==> src/rtl/temp_sched.sv <==
// ---------------------------------------------------------------------------
// temp_sched -- periodic measurement scheduler for a DS18B20 behind a
// single-op 1-Wire byte engine.
//
// Every PERIOD cycles in IDLE (or immediately on trig) it runs:
//   RESET, WRITE 0xCC (Skip ROM), WRITE 0x44 (Convert T),
//   wait CONV_WAIT cycles,
//   RESET, WRITE 0xCC, WRITE 0xBE (Read Scratchpad), READ LSB, READ MSB
// and publishes {MSB,LSB} on temp_data with a one-cycle temp_valid.
// A missing presence pulse or an op that exceeds TIMEOUT cycles aborts the
// sequence, raises dev_err and returns to IDLE; dev_err stays set until the
// next successful reading.
//
// Build option: define TEMP_CRC_EN to read the full 9-byte scratchpad and
// accept the reading only when the Dallas CRC-8 over bytes 0..7 matches
// byte 8. Without it only the two temperature bytes are read.
//
// Ports:
//   clk          system clock (50 MHz)
//   rst_n        asynchronous reset, active low
//   trig         one-cycle request for an immediate measurement (IDLE only)
//   ow_start     one-cycle op request to the engine
//   ow_op        0=RESET, 1=WRITE byte, 2=READ byte (valid with ow_start)
//   ow_wdata     byte to write (valid with ow_start)
//   ow_done      one-cycle op-complete pulse from the engine
//   ow_rdata     read byte (valid with ow_done on READ)
//   ow_presence  device answered (valid with ow_done on RESET)
//   temp_data    last good raw reading {MSB,LSB}
//   temp_valid   one-cycle pulse when temp_data updates
//   dev_err      sticky-until-success error flag
//   busy         high whenever the scheduler is not in IDLE
// ---------------------------------------------------------------------------
module temp_sched #(
  parameter logic [23:0] PERIOD    = 24'd10_000_000,
  parameter logic [25:0] CONV_WAIT = 26'd37_500_000,
  parameter logic [19:0] TIMEOUT   = 20'd500_000
) (
  input  logic        clk,
  input  logic        rst_n,
  input  logic        trig,
  output logic        ow_start,
  output logic [1:0]  ow_op,
  output logic [7:0]  ow_wdata,
  input  logic        ow_done,
  input  logic [7:0]  ow_rdata,
  input  logic        ow_presence,
  output logic [15:0] temp_data,
  output logic        temp_valid,
  output logic        dev_err,
  output logic        busy
);

  localparam logic [1:0] OP_RESET = 2'd0;
  localparam logic [1:0] OP_WRITE = 2'd1;
  localparam logic [1:0] OP_READ  = 2'd2;

  localparam logic [7:0] CMD_SKIP_ROM = 8'hCC;
  localparam logic [7:0] CMD_CONVERT  = 8'h44;
  localparam logic [7:0] CMD_READ_SP  = 8'hBE;

  typedef enum logic [3:0] {
    IDLE,
    RST1,
    SKIP1,
    CONV,
    WAIT_CONV,
    RST2,
    SKIP2,
    RDCMD,
    RD_LSB,
    RD_MSB,
`ifdef TEMP_CRC_EN
    RD_REST,
`endif
    DONE
  } state_t;

  state_t      state;
  logic [23:0] period_cnt;
  logic [25:0] wait_cnt;
  logic [19:0] tmo_cnt;
  logic [7:0]  lsb_q;

  logic op_state;
  logic done_ok;
  logic tmo_hit;

`ifdef TEMP_CRC_EN
  logic [7:0] msb_q;
  logic [7:0] crc_q;
  logic [2:0] byte_cnt;

  // Dallas/Maxim CRC-8 (x^8+x^5+x^4+1), reflected, one byte LSB first.
  function automatic logic [7:0] crc8_byte(input logic [7:0] crc_in,
                                           input logic [7:0] data);
    logic [7:0] c;
    c = crc_in;
    for (int i = 0; i < 8; i++) begin
      if (c[0] ^ data[i]) c = (c >> 1) ^ 8'h8C;
      else                c = c >> 1;
    end
    return c;
  endfunction
`endif

  // States that own an engine op and therefore run the timeout counter.
  assign op_state = (state != IDLE) && (state != WAIT_CONV) && (state != DONE);
  // A done in the same cycle as our own ow_start cannot belong to this op.
  assign done_ok  = ow_done && !ow_start;
  assign tmo_hit  = (tmo_cnt == TIMEOUT - 20'd1);

  // Sequencer: all control and published outputs are registered here.
  always_ff @(posedge clk or negedge rst_n) begin
    if (!rst_n) begin
      state      <= IDLE;
      ow_start   <= 1'b0;
      ow_op      <= OP_RESET;
      ow_wdata   <= 8'h00;
      temp_data  <= 16'h0000;
      temp_valid <= 1'b0;
      dev_err    <= 1'b0;
      busy       <= 1'b0;
      period_cnt <= '0;
      wait_cnt   <= '0;
      tmo_cnt    <= '0;
`ifdef TEMP_CRC_EN
      byte_cnt   <= '0;
`endif
    end else begin
      ow_start   <= 1'b0;
      temp_valid <= 1'b0;

      if (op_state) begin
        if (done_ok || tmo_hit) tmo_cnt <= '0;
        else                    tmo_cnt <= tmo_cnt + 20'd1;
      end

      if (op_state && !done_ok && tmo_hit) begin
        // Engine never answered: abandon the sequence.
        dev_err <= 1'b1;
        busy    <= 1'b0;
        state   <= IDLE;
      end else begin
        case (state)
          IDLE: begin
            if (trig || (period_cnt == PERIOD - 24'd1)) begin
              period_cnt <= '0;
              busy       <= 1'b1;
              state      <= RST1;
              ow_start   <= 1'b1;
              ow_op      <= OP_RESET;
              ow_wdata   <= 8'h00;
            end else begin
              period_cnt <= period_cnt + 24'd1;
            end
          end

          RST1: begin
            if (done_ok) begin
              if (!ow_presence) begin
                dev_err <= 1'b1;
                busy    <= 1'b0;
                state   <= IDLE;
              end else begin
                state    <= SKIP1;
                ow_start <= 1'b1;
                ow_op    <= OP_WRITE;
                ow_wdata <= CMD_SKIP_ROM;
              end
            end
          end

          SKIP1: begin
            if (done_ok) begin
              state    <= CONV;
              ow_start <= 1'b1;
              ow_op    <= OP_WRITE;
              ow_wdata <= CMD_CONVERT;
            end
          end

          CONV: begin
            if (done_ok) begin
              wait_cnt <= '0;
              state    <= WAIT_CONV;
            end
          end

          WAIT_CONV: begin
            if (wait_cnt == CONV_WAIT - 26'd1) begin
              wait_cnt <= '0;
              state    <= RST2;
              ow_start <= 1'b1;
              ow_op    <= OP_RESET;
              ow_wdata <= 8'h00;
            end else begin
              wait_cnt <= wait_cnt + 26'd1;
            end
          end

          RST2: begin
            if (done_ok) begin
              if (!ow_presence) begin
                dev_err <= 1'b1;
                busy    <= 1'b0;
                state   <= IDLE;
              end else begin
                state    <= SKIP2;
                ow_start <= 1'b1;
                ow_op    <= OP_WRITE;
                ow_wdata <= CMD_SKIP_ROM;
              end
            end
          end

          SKIP2: begin
            if (done_ok) begin
              state    <= RDCMD;
              ow_start <= 1'b1;
              ow_op    <= OP_WRITE;
              ow_wdata <= CMD_READ_SP;
            end
          end

          RDCMD: begin
            if (done_ok) begin
              state    <= RD_LSB;
              ow_start <= 1'b1;
              ow_op    <= OP_READ;
              ow_wdata <= 8'h00;
            end
          end

          RD_LSB: begin
            if (done_ok) begin
              state    <= RD_MSB;
              ow_start <= 1'b1;
              ow_op    <= OP_READ;
              ow_wdata <= 8'h00;
            end
          end

          RD_MSB: begin
            if (done_ok) begin
`ifdef TEMP_CRC_EN
              byte_cnt <= '0;
              state    <= RD_REST;
              ow_start <= 1'b1;
              ow_op    <= OP_READ;
              ow_wdata <= 8'h00;
`else
              temp_data  <= {ow_rdata, lsb_q};
              temp_valid <= 1'b1;
              dev_err    <= 1'b0;
              state      <= DONE;
`endif
            end
          end

`ifdef TEMP_CRC_EN
          RD_REST: begin
            if (done_ok) begin
              // byte_cnt 0..5 are scratchpad bytes 2..7, 6 is the CRC byte.
              if (byte_cnt == 3'd6) begin
                if (ow_rdata == crc_q) begin
                  temp_data  <= {msb_q, lsb_q};
                  temp_valid <= 1'b1;
                  dev_err    <= 1'b0;
                  state      <= DONE;
                end else begin
                  dev_err <= 1'b1;
                  busy    <= 1'b0;
                  state   <= IDLE;
                end
              end else begin
                byte_cnt <= byte_cnt + 3'd1;
                ow_start <= 1'b1;
                ow_op    <= OP_READ;
                ow_wdata <= 8'h00;
              end
            end
          end
`endif

          DONE: begin
            busy  <= 1'b0;
            state <= IDLE;
          end

          default: begin
            busy  <= 1'b0;
            state <= IDLE;
          end
        endcase
      end
    end
  end

  // Scratchpad byte capture; these only feed temp_data after being written.
  always_ff @(posedge clk) begin
    if (done_ok && (state == RD_LSB)) lsb_q <= ow_rdata;
`ifdef TEMP_CRC_EN
    if (done_ok && (state == RD_MSB)) msb_q <= ow_rdata;
    if (done_ok) begin
      if (state == RD_LSB)
        crc_q <= crc8_byte(8'h00, ow_rdata);
      else if ((state == RD_MSB) || (state == RD_REST))
        crc_q <= crc8_byte(crc_q, ow_rdata);
    end
`endif
  end

endmodule

==> config.mk <==
export PLATFORM = sky130hd
export DESIGN_NAME = temp_sched
export DESIGN_NICKNAME = d
export VERILOG_FILES = /design/src/rtl/temp_sched.sv
export SDC_FILE = /design/constraint.sdc
export NUM_CORES = 1
export LEC_CHECK = 0
export ABC_AREA = 1
export CAP_MARGIN = 30
export CORE_ASPECT_RATIO = 0.6
export CORE_MARGIN = 4
export CORE_UTILIZATION = 60
export DETAILED_ROUTE_END_ITERATION = 6
export PLACE_DENSITY = 0.9
export REMOVE_ABC_BUFFERS = 1
export SLEW_MARGIN = 30
export SYNTH_ARGS = -nofsm -noshare
export SYNTH_HDL_FRONTEND = slang
export SYNTH_SLANG_ARGS = --single-unit
==> constraint.sdc <==
create_clock -name clk -period 1.7 [get_ports clk]
set_input_delay 0.17 -clock clk [delete_from_list [all_inputs] [get_ports clk]]
set_output_delay 0.17 -clock clk [all_outputs]
set_load 0.005 [all_outputs]
==> metrics.md <==
| Metric | Value |
|---|---|
| Final setup fails | 0 |
| Hold Violations, Final | 0 |
| CTS tree | yes |
| Overall die width | 140 um |
| Die area | 12200 um^2 |
| Final period utilization | 99.5% |
| # IOs | 43 |
| Via count | 6441 |
| Met3 usage | 8.67% |
| Crit path capture type | flop |
| CTS H-tree depth | 3 |
| Slew Limit Fails | 0 |
| Routed len/inst | 15.9 um |
| GR Util met1 | 44.1% |
| Rows | 28 |
| Critical path fanouts, max | 7 |
| Share of cells above drive strength 1 | 16.9% |
| CORE AREA | 10100 um^2 |
| Worst VDD drop | 0.854 mV |
| Library cells used by synthesis | 39 |
| Hold Slack | 0.292 ns |
| Total Wirelength | 18000 um |
| Initial DRC Count | 1021 |
| CTS Sinks | 108 |
| Count of flip-flops with a built-in enable after synthesis | 8 |
| Max-Cap Viols | 0 |
| GR Util All Layers | 28.4% |
| Most common cell after layout, fill and taps aside | nand2_1 |
| Netlist Area Pre-Place | 6290 um^2 |
| Vias in the first global route | 5702 |
| GRT busiest layer | met1 |
| Design Power | 9.75 mW |
| Root buf cell | clkbuf_16 |
| Initial antenna violation count | 0 |
| Drt drc | 0 |
| Ant. Diodes | 0 |
| DR pass1 iterations | 7 |
| Clock latency on the worst-skew pair | 0.36 ns |
| Hold Crit Class | in -> async |
| CTS clk-pin slew, worst paths | 0.08 ns |
| HPWL after DPL | 12900 um |
| Cell count after synthesis | 875 |
| RD Place Congestion | 1.04 |
| Post-DR vias/cell | 5.69 |
| Routed Antenna Nets | 0 |
| Syn_area_per_cell | 7.19 um^2 |
| Most frequent cells in the layout | nand2_1, nor2_1, dfrtp_1 |
| Die Y | 87.3 um |
| Total CTS buffers | 9 |
| Arrival @ worst endpoint | 1.99 ns |
| PortBufs | 41 |
| Grt ovf | 0 |
| Met2 usage | 38.6% |
| Synthesized flop and latch total | 108 |
| Largest net degree at the start of global routing | 46 |
| Global-route wire length before repair | 27800 um |
| Clk buf depth | 2 |
| Fmax | 591 MHz |
| Fin area | 7810 um^2 |
| Initial Utilization | 62.6% |
| Sequential share of the synthesized area | 43.6% |
| Yosys synthesis warning count | 0 |
| Ys flop type | dfrtp_1 |
| Classification of the worst setup path | reg -> reg |
| Placed Instance Area | 7250 um^2 |
| Final #Nets | 1007 |
| Status | finished clean |
| Max Clock Skew | 0.00810 ns |
| Area Overhead vs Synth | 24.1% |
| Crit path required time | 2.00 ns |
| R2r worst-path depth | 11 |
| CP Launch Type | flop |
| Async S/R FF share, synth | 92.6% |
| Pwr/cell area | 1250 nW/um^2 |
| Fillers | 690 |
| RSZ-0062 raised after global routing | yes |
| Fin crit period | 1.69 ns |
| Leak | 3.66 nW |
[cell usage after synthesis (4+ instances only)]
| cell type | number | area [um^2] |
|---|---|---|
| a21oi_1 | 19 | 95.1 |
| nand4_1 | 22 | 138 |
| dfrtp_1 | 100 | 2500 |
| nand3b_1 | 4 | 30.0 |
| inv_1 | 90 | 338 |
| nand2_4 | 5 | 56.3 |
| nand2_1 | 266 | 998 |
| nand3_1 | 63 | 315 |
| nor3_1 | 33 | 165 |
| nand2_2 | 9 | 56.3 |
| nor2_1 | 139 | 522 |
| o22ai_1 | 14 | 87.6 |
| xor2_1 | 22 | 193 |
| edfxtp_1 | 8 | 240 |
| inv_2 | 8 | 30.0 |
| buf_4 | 6 | 45.0 |
| o21ai_0 | 30 | 150 |
[through the flow]
step | std cells | setup TNS [ns] | worst slack, ns | util (%)
5_1_grt | 1131 | -1.24 | -0.0955 | 77.7
3_5_place_dp | 1100 | -1.16 | -0.107 | 72.1
6_report | 1131 | 0 | 0.00888 | 77.7
2_1_floorplan | 861 | -4.89 | -0.295 | -
3_3_place_gp | 1100 | -0.0616 | -0.0401 | 72.1
4_1_cts | 1117 | 0 | 0.00156 | 75.4
[path summary, 6_finish.rpt]
| kind | start | endpoint | slack, ns |
|---|---|---|---|
| max | wait_cnt[0] | ow_wdata[6] | 0.009 |
| min | rst_n | tmo_cnt[11] | 0.29 |
| max reg2reg | wait_cnt[0] | ow_wdata[6] | 0.009 |
| min reg2reg | lsb_q[1] | temp_data[1] | 0.46 |
| max in group asynchronous | rst_n | period_cnt[21] | 0.83 |
| min in group clk | ow_rdata[3] | temp_data[11] | 0.40 |
[sequential cells by signal, indices dropped and copies added, names as in the netlist]
name	flops
wait_cnt	26
period_cnt	24
tmo_cnt	20
temp_data	16
lsb_q	8
ow_wdata	4
state	4
ow_op	2
busy	1
dev_err	1
ow_start	1
temp_valid	1
[critical path, stage by stage (launching register included)]
cell     delay [ns]
dfrtp_1        0.40
ha_2           0.21
nand2_2        0.10
inv_2          0.11
nand3_1        0.09
nor2_2         0.14
nand3_1        0.14
nand2_2        0.14
inv_4          0.07
nand2_4        0.08
nand2_1        0.06
nand2_1        0.09
[cell type report]
| class | count | area [um^2] | share of cell area [%] |
|---|---|---|---|
| clock buffer | 10 | 229 | 2.93 |
| clock inverter | 6 | 72.6 | 0.929 |
| inverter | 100 | 390 | 5.00 |
| multi-input combinational | 653 | 3190 | 40.8 |
| sequential | 108 | 2750 | 35.2 |
| tap | 135 | 169 | 2.16 |
| timing repair buffer | 119 | 1020 | 13.0 |
[power breakdown]
group / internal, mW / total, mW / leakage, nW / switching (mW)
registers: 3.09 / 3.53 / 1.42 / 0.440
clock network: 1.16 / 2.18 / 0.145 / 1.02
logic: 1.68 / 4.04 / 2.10 / 2.36
total: 5.93 / 9.75 / 3.66 / 3.82
[layer usage]
layer  up-vias  wire length (um)
met1      2952              8020
met2       423              7400
met3        38              2380
li1       3028                 -
met5         -                 0
met4         0               239
[cells by family after synthesis]
group / share of synthesized area [%]
DFF: 43.6
adders and majority gates: 0.597
other: 0.0596
xor gates and xnor gates: 3.48
buffers and inverters: 7.70
and+or+nand+nor: 38.6
AOI/OAI and AO/OA: 5.95
[repair_timing]
action / CTS / global route
hold endpoints to repair: 29 / 0
resized for setup: 5 / 46
endpoints found under the setup margin: 13 / 63
setup buffers: 0 / 14
pin swaps: 1 / 8
hold buffers: 1 / 0
Power figures use the tool's default switching activity.
